### src/rtl/cordic_rotation_scheduler.sv
// cordic_rotation_scheduler
//   Shares one CORDIC sprite-rotation engine between NREQ requesters, round-robin.
//   Per job: latch the winner's angle, pulse the engine reset, wait for cord_done,
//   stream row indices and write the rotated rows into the sprite row buffers.
//
// Optional feature macro: SCHED_TIMEOUT_EN
//   When defined, WAIT is bounded by TMO cycles; expiry aborts the job with an err pulse.
//   When undefined, WAIT is unbounded and err only reports a mid-stream cord_done drop.
//
// Ports
//   logicCLK    in   system clock, all state on posedge
//   KEY0_N      in   asynchronous active-low reset
//   req         in   level requests, one bit per requester
//   angle_in    in   packed angles, requester i at [i*ANGLE_W +: ANGLE_W]
//   ack         out  one-cycle pulse on the served requester's bit at job completion
//   busy        out  high from grant until DONE exits
//   cord_rst    out  one-cycle engine start pulse
//   cord_angle  out  angle latched at grant
//   cord_idx    out  row index presented to the engine
//   cord_data   in   rotated row, LAT cycles behind cord_idx
//   cord_done   in   engine result valid, must stay high while streaming
//   wr_en       out  sprite-buffer write strobe
//   wr_sel      out  destination requester id
//   wr_row      out  destination row
//   wr_data     out  registered copy of cord_data
//   err         out  one-cycle pulse on an aborted job
module cordic_rotation_scheduler #(
  parameter int NREQ    = 2,
  parameter int ROWS    = 57,
  parameter int ROW_W   = 57,
  parameter int ANGLE_W = 13,
  parameter int IDX_W   = 10,
  parameter int LAT     = 2
`ifdef SCHED_TIMEOUT_EN
  , parameter int TMO   = 4095
`endif
) (
  input  logic                    logicCLK,
  input  logic                    KEY0_N,
  input  logic [NREQ-1:0]         req,
  input  logic [NREQ*ANGLE_W-1:0] angle_in,
  output logic [NREQ-1:0]         ack,
  output logic                    busy,
  output logic                    cord_rst,
  output logic [ANGLE_W-1:0]      cord_angle,
  output logic [IDX_W-1:0]        cord_idx,
  input  logic [ROW_W-1:0]        cord_data,
  input  logic                    cord_done,
  output logic                    wr_en,
  output logic [2:0]              wr_sel,
  output logic [5:0]              wr_row,
  output logic [ROW_W-1:0]        wr_data,
  output logic                    err
);

  typedef enum logic [2:0] {S_IDLE, S_START, S_WAIT, S_STREAM, S_DONE} state_t;

  localparam logic [IDX_W-1:0] K_LAT  = IDX_W'(LAT);
  localparam logic [IDX_W-1:0] K_LAST = IDX_W'(ROWS + LAT - 1);
  localparam logic [2:0]       G_LAST = 3'(NREQ - 1);

  state_t               r_state;
  logic [2:0]           r_ptr;
  logic [2:0]           r_g;
  logic [IDX_W-1:0]     r_k;
  logic [NREQ-1:0]      r_ack;
  logic                 r_busy;
  logic                 r_cord_rst;
  logic [ANGLE_W-1:0]   r_angle;
  logic                 r_wr_en;
  logic [2:0]           r_wr_sel;
  logic [5:0]           r_wr_row;
  logic [ROW_W-1:0]     r_wr_data;
  logic                 r_err;
`ifdef SCHED_TIMEOUT_EN
  logic [11:0]          r_tmo;
`endif

  // Round-robin search: rotate the doubled request vector so bit 0 is the
  // requester at ptr, take the lowest set bit, then map the offset back.
  logic [2*NREQ-1:0]    w_req2;
  logic [NREQ-1:0]      w_rot;
  logic                 w_found;
  logic [2:0]           w_off;
  logic [3:0]           w_sum;
  logic [2:0]           w_gnt;
  logic [ANGLE_W-1:0]   w_angles [NREQ];
  logic [ANGLE_W-1:0]   w_angle;
  logic [NREQ-1:0]      w_g_onehot;

  assign w_req2 = {req, req};
  assign w_rot  = w_req2[r_ptr +: NREQ];

  always_comb begin
    w_found = 1'b0;
    w_off   = '0;
    for (int i = NREQ - 1; i >= 0; i--) begin
      if (w_rot[i]) begin
        w_found = 1'b1;
        w_off   = 3'(i);
      end
    end
  end

  assign w_sum = {1'b0, r_ptr} + {1'b0, w_off};
  assign w_gnt = (w_sum >= 4'(NREQ)) ? 3'(w_sum - 4'(NREQ)) : w_sum[2:0];

  for (genvar gi = 0; gi < NREQ; gi++) begin : g_req
    assign w_angles[gi]   = angle_in[gi*ANGLE_W +: ANGLE_W];
    assign w_g_onehot[gi] = (r_g == 3'(gi));
  end

  always_comb begin
    w_angle = '0;
    for (int i = 0; i < NREQ; i++) begin
      if (w_gnt == 3'(i)) w_angle = w_angles[i];
    end
  end

  always_ff @(posedge logicCLK or negedge KEY0_N) begin
    if (!KEY0_N) begin
      r_state    <= S_IDLE;
      r_ptr      <= '0;
      r_g        <= '0;
      r_k        <= '0;
      r_ack      <= '0;
      r_busy     <= 1'b0;
      r_cord_rst <= 1'b0;
      r_angle    <= '0;
      r_wr_en    <= 1'b0;
      r_wr_sel   <= '0;
      r_wr_row   <= '0;
      r_wr_data  <= '0;
      r_err      <= 1'b0;
`ifdef SCHED_TIMEOUT_EN
      r_tmo      <= '0;
`endif
    end else begin
      // Pulse outputs default low every cycle.
      r_cord_rst <= 1'b0;
      r_ack      <= '0;
      r_err      <= 1'b0;
      r_wr_en    <= 1'b0;
      case (r_state)
        S_IDLE: begin
          if (w_found) begin
            r_g        <= w_gnt;
            r_angle    <= w_angle;
            r_busy     <= 1'b1;
            r_cord_rst <= 1'b1;
            r_k        <= '0;
            r_state    <= S_START;
          end
        end
        S_START: begin
`ifdef SCHED_TIMEOUT_EN
          r_tmo   <= '0;
`endif
          r_state <= S_WAIT;
        end
        S_WAIT: begin
          if (cord_done) begin
            r_k     <= '0;
            r_state <= S_STREAM;
`ifdef SCHED_TIMEOUT_EN
            r_tmo   <= '0;
          end else if (r_tmo == 12'(TMO - 1)) begin
            r_err   <= 1'b1;
            r_busy  <= 1'b0;
            r_tmo   <= '0;
            r_state <= S_IDLE;
          end else begin
            r_tmo   <= r_tmo + 12'd1;
`endif
          end
        end
        S_STREAM: begin
          if (!cord_done) begin
            // Engine lost its result: drop the job, ptr untouched so it is retried.
            r_err   <= 1'b1;
            r_busy  <= 1'b0;
            r_k     <= '0;
            r_state <= S_IDLE;
          end else begin
            // cord_data now belongs to index k-LAT.
            if (r_k >= K_LAT) begin
              r_wr_en   <= 1'b1;
              r_wr_sel  <= r_g;
              r_wr_row  <= 6'(r_k - K_LAT);
              r_wr_data <= cord_data;
            end
            if (r_k == K_LAST) begin
              r_k     <= '0;
              r_ack   <= w_g_onehot;
              r_state <= S_DONE;
            end else begin
              r_k <= r_k + 1'b1;
            end
          end
        end
        S_DONE: begin
          r_busy  <= 1'b0;
          r_ptr   <= (r_g == G_LAST) ? 3'd0 : r_g + 3'd1;
          r_state <= S_IDLE;
        end
        default: r_state <= S_IDLE;
      endcase
    end
  end

  assign ack        = r_ack;
  assign busy       = r_busy;
  assign cord_rst   = r_cord_rst;
  assign cord_angle = r_angle;
  assign cord_idx   = r_k;
  assign wr_en      = r_wr_en;
  assign wr_sel     = r_wr_sel;
  assign wr_row     = r_wr_row;
  assign wr_data    = r_wr_data;
  assign err        = r_err;

endmodule

### config.mk
export PLATFORM = sky130hd
export DESIGN_NAME = cordic_rotation_scheduler
export DESIGN_NICKNAME = d
export VERILOG_FILES = /design/src/rtl/cordic_rotation_scheduler.sv
export SDC_FILE = /design/constraint.sdc
export NUM_CORES = 1
export LEC_CHECK = 0
export ABC_AREA = 1
export ABC_CLOCK_PERIOD_IN_PS = 3300
export CAP_MARGIN = 10
export CORE_ASPECT_RATIO = 1.1
export CORE_MARGIN = 8
export CORE_UTILIZATION = 35
export CTS_CLUSTER_DIAMETER = 100
export CTS_CLUSTER_SIZE = 25
export DETAILED_ROUTE_END_ITERATION = 8
export PLACE_DENSITY = 0.72
export SYNTH_ARGS = -nofsm -noshare
export SYNTH_HDL_FRONTEND = slang
export SYNTH_SLANG_ARGS = --single-unit
### constraint.sdc
create_clock -name logicCLK -period 3.3 [get_ports logicCLK]
set_clock_uncertainty 0.2 [all_clocks]
set_input_delay 0.66 -clock logicCLK [delete_from_list [all_inputs] [get_ports logicCLK]]
set_output_delay 0.66 -clock logicCLK [all_outputs]
set_load 0.01 [all_outputs]
==> results.txt <==
----------------------------------------------------
[Floorplanning]
  Initial Utilization ... between 30 and 40%
  Core Rows ... 43
  Die width ... 124.9 µm
  Die footprint ... between 0.015 and 0.02 mm²
  Total I/O pin count ... approximately 180
  Height of the chip ... roughly 140 µm
  Floorplan core area ... ~0.013 mm²

[Clock tree]
  Setup fix buffers added after clock tree synthesis ... 0
  Root Buffer Master ... clkbuf_16
  CTS clock-pin slew for the worst setup and hold paths ... approximately 70 ps
  Number of H-tree branching levels ... 3
  CTS tree ... yes
  Clock tree buffer depth ... 2
  Clock buffers created by TritonCTS ... 9
  Number of sinks driven by the clock tree ... roughly 100
  CTS resizes ... 0
  Clock insertion delay at the later pin of the skew report ... around 350 ps
  Hold buffer count at cts ... 0

[Power]
  Total power of the final layout ... between 5 and 6 mW
  Cell internal pwr ... 3.475 mW
  Portion of total power attributed to combinational logic ... a little over 40%
  Worst voltage drop across the vdd grid ... about 0.00029 V
  Switching power share of the total ... 34.25%
  Clock network power share ... around 20%
  NetSw ... approximately 1.8 mW
  Proportion of power drawn by flip-flops and latches ... about two fifths
  Leakage dissipation ... roughly 3.3 nW
  Power per cell area ... 779.2 mW/mm²

[STA]
  Setup repair after global routing missed its margin ... false
  Slew at the pin closest to its max-slew limit ... 844.9 ps
  Total negative slack ... 0 ps
  Final critical-path share of the clock period ... between 70% and 80%
  Tightest slew margin relative to the limit ... 43.67%
  Min cycle time layout ... ~2400 ps
  Hold violation total from the final report ... 0
  Final slew viol count ... 0
  Highest Clock Rate ... between 400 and 500 MHz
  Final setup violation count ... 0

[Route]
  Post-DR wirelength/cell ... around 15 µm
  Number of remaining DRC errors ... 0
  Post-DR vias/cell ... about 4.7
  DRT antenna net count ... 0
  WL final ... between 10 and 15 mm
  Via Count ... 4148
  Detailed router's first-iteration violation count ... between 200 and 300
  Drt first pass iters ... 5

[GRT]
  Global-route track usage on met2 ... between 20% and 30%
  Pin count of the biggest net entering global routing ... 76
  First-pass GRT wire length ... between 20 and 25 mm
  Number of global-route vias before repair ... between 4000 and 5000
  Final global-route overflow total ... 0
  GR met3 Demand/Resource ... 5.601%
  Routing usage on met1 ... a little over a fifth
  Grt peak-use layer ... met2
  Number of antenna violations at the first check in global routing ... 0
  All-Layer GR Usage ... ~16%

[Placed design]
  RePlAce Congestion ... 0.8333
  Count of port buffers added during placement ... roughly 180
  Total placed cells including tap cells ... between 800 and 900
  Dpl hpwl ... between 9 and 10 mm

[Critical path]
  Kind of critical path ... flip-flop to output port
  Delay of the slowest critical-path stage ... a little over 600 ps
  Type of destination of the critical path ... output port
  Cells traversed along the worst timing path ... clkdlybuf4s50_1
  R2R Setup Slk ... 1020 ps
  Critical-path top delay cell ... clkdlybuf4s50_1
  Cell family with most CP delay ... buffers and inverters
  Crit path required time ... about 2400 ps
  Critical path launch point type ... flip-flop
  Largest driver fanout on the critical path ... 9
  Data arrival, critical path ... between 1500 and 2000 ps
  CP Buf/Inv Count ... 1

[Synthesis]
  Synth warn ... 0
  Per-instance average area after synthesis ... around 8.4 µm²
  Syn Std Cell Area ... around 0.0046 mm²
  Gate count after technology mapping ... around 550
  Flip-flop and latch count after synthesis ... around 100
  Sequential share of the synthesized area ... 56.96%
  Distinct cell type count of the synthesized netlist ... 26
  Synthesized netlist net count ... about 640

[Finish]
  Footprint of the multi-input gates ... about 0.0017 mm²
  Fillers ... about 1100
  Cell Count, Final, Fillers Out ... just under 900
  Net count, final ... just over 800
  Layout area overhead ... 48.41%
  Total area of sequential cells ... 0.002603 mm²
  Number of antenna cells inserted ... 0
  Share of cells above drive strength 1 ... 4.966%
  Final core utilization ... between 50 and 60%

[Job]
  Max-cap violations ... 0

[Outcome]
  Run status ... finished clean

[Hold path]
  Worst min-delay path class ... primary input to async pin

----------------------------------------------------
-- metrics by stage --
step | instance area, µm² | worst slack [ps] | hold slack (ps)
final | 6782 | 920.5 | 201.7
after CTS | 6782 | 896.8 | 245.8
after global routing | 6782 | 695.8 | 274.1
after floorplan | 4569 | 1457 | 164.4
after detailed placement | 6494 | 574.2 | 265.7
after global placement | 6494 | 595.7 | 260.8
-- cell type report --
type | count | area share, %
clock inverter | 6 | 0.7196
timing repair buffer | 189 | 27.97
clock buffer | 10 | 3.524
multi-input combinational | 391 | 25.13
inverter | 25 | 1.384
tap | 157 | 2.897
sequential | 104 | 38.38
-- synthesized netlist by cell type (all sizes together) --
| master | n | area share, % |
|---|---|---|
| xor2 | 6 | 1.2 |
| nand2 | 277 | 23 |
| inv | 25 | 2.1 |
| clkbuf | 1 | 0.082 |
| nor2 | 20 | 2.0 |
| o21ai | 24 | 2.6 |
| a21oi | 2 | 0.22 |
| nand4 | 19 | 2.6 |
| dfrtp | 104 | 57 |
| a31oi | 1 | 0.14 |
| xnor2 | 2 | 0.38 |
| o31ai | 1 | 0.16 |
| buf | 25 | 3.6 |
| nor3 | 1 | 0.11 |
| or2 | 2 | 0.27 |
| nand3 | 31 | 3.5 |
| o41ai | 1 | 0.19 |
| ha | 4 | 1.1 |
-- power by group through the flow --
stage | Combinational [mW] | Sequential [mW] | Clock [mW]
3_5_place_dp | 2.22 | 2.08 | 0
6_report | 2.19 | 2.06 | 1.03
2_1_floorplan | 0.682 | 2.27 | 0
4_1_cts | 2.23 | 2.06 | 1.06
5_1_grt | 2.41 | 2.13 | 1.12
3_3_place_gp | 2.18 | 2.06 | 0
-- routing by layer --
metal | wire length (µm) | up-vias
li1 | - | 2062
met1 | 6412 | 1905
met2 | 5849 | 171
met3 | 985 | 10
met4 | 148 | 0
met5 | 0 | -
-- worst paths after layout --
check	cells after the start	endpoint	from
setup / recovery	1	cord_idx[3]	cord_idx[3]
hold / removal	1	cord_idx[7]	KEY0_N
setup reg to reg	8	wr_data[43]	cord_idx[0]
hold reg to reg	1	ack[0]	r_g[0]
max in group asynchronous	2	wr_data[40]	KEY0_N
min in group logicCLK	1	ack[0]	r_g[0]
-- sequential cells by signal (all words and copies together), names as in the netlist --
| name | flops |
|---|---|
| wr_row | 6 |
| r_ptr | 3 |
| wr_data | 57 |
| ack | 2 |
| err | 1 |
| wr_en | 1 |
| r_g | 3 |
| r_state | 3 |
| busy | 1 |
| cord_idx | 10 |
| cord_rst | 1 |
| cord_angle | 13 |
| wr_sel | 3 |
-- worst reg2reg max path, delay by kind of cell, from the launching register on --
family	cells	cell delay (ps)
fa+ha+maj	1	220
flops	1	520
simple gates	4	480
compound gates	1	120
buf+inv	2	670
-- cell usage in the layout, fill, tap and decap left out, types with 2 or more instances in the layout --
cell type	instances
a21oi_1	2
buf_12	2
buf_4	6
clkbuf_16	9
clkdlybuf4s50_1	181
dfrtp_1	104
ha_1	4
inv_1	20
inv_2	5
inv_6	4
nand2_1	275
nand2_2	2
nand3_1	30
nand4_1	19
nor2_1	18
nor2_4	2
o21ai_0	22
o21ai_1	2
or2_2	2
xnor2_1	2
xor2_1	6
-- cell families (layout without fill, tap and decap cells) --
group | count (synthesis) | after routing | synth area share [%]
flip-flops | 104 | 104 | 56.96
adder cells (fa/ha/maj) | 4 | 4 | 1.095
buffers and inverters | 51 | 230 | 5.750
AO/OA/AOI/OAI | 29 | 29 | 3.341
XOR/XNOR | 8 | 8 | 1.533
AND/OR/NAND/NOR | 350 | 350 | 31.32
(Power assumes the default switching activity.)
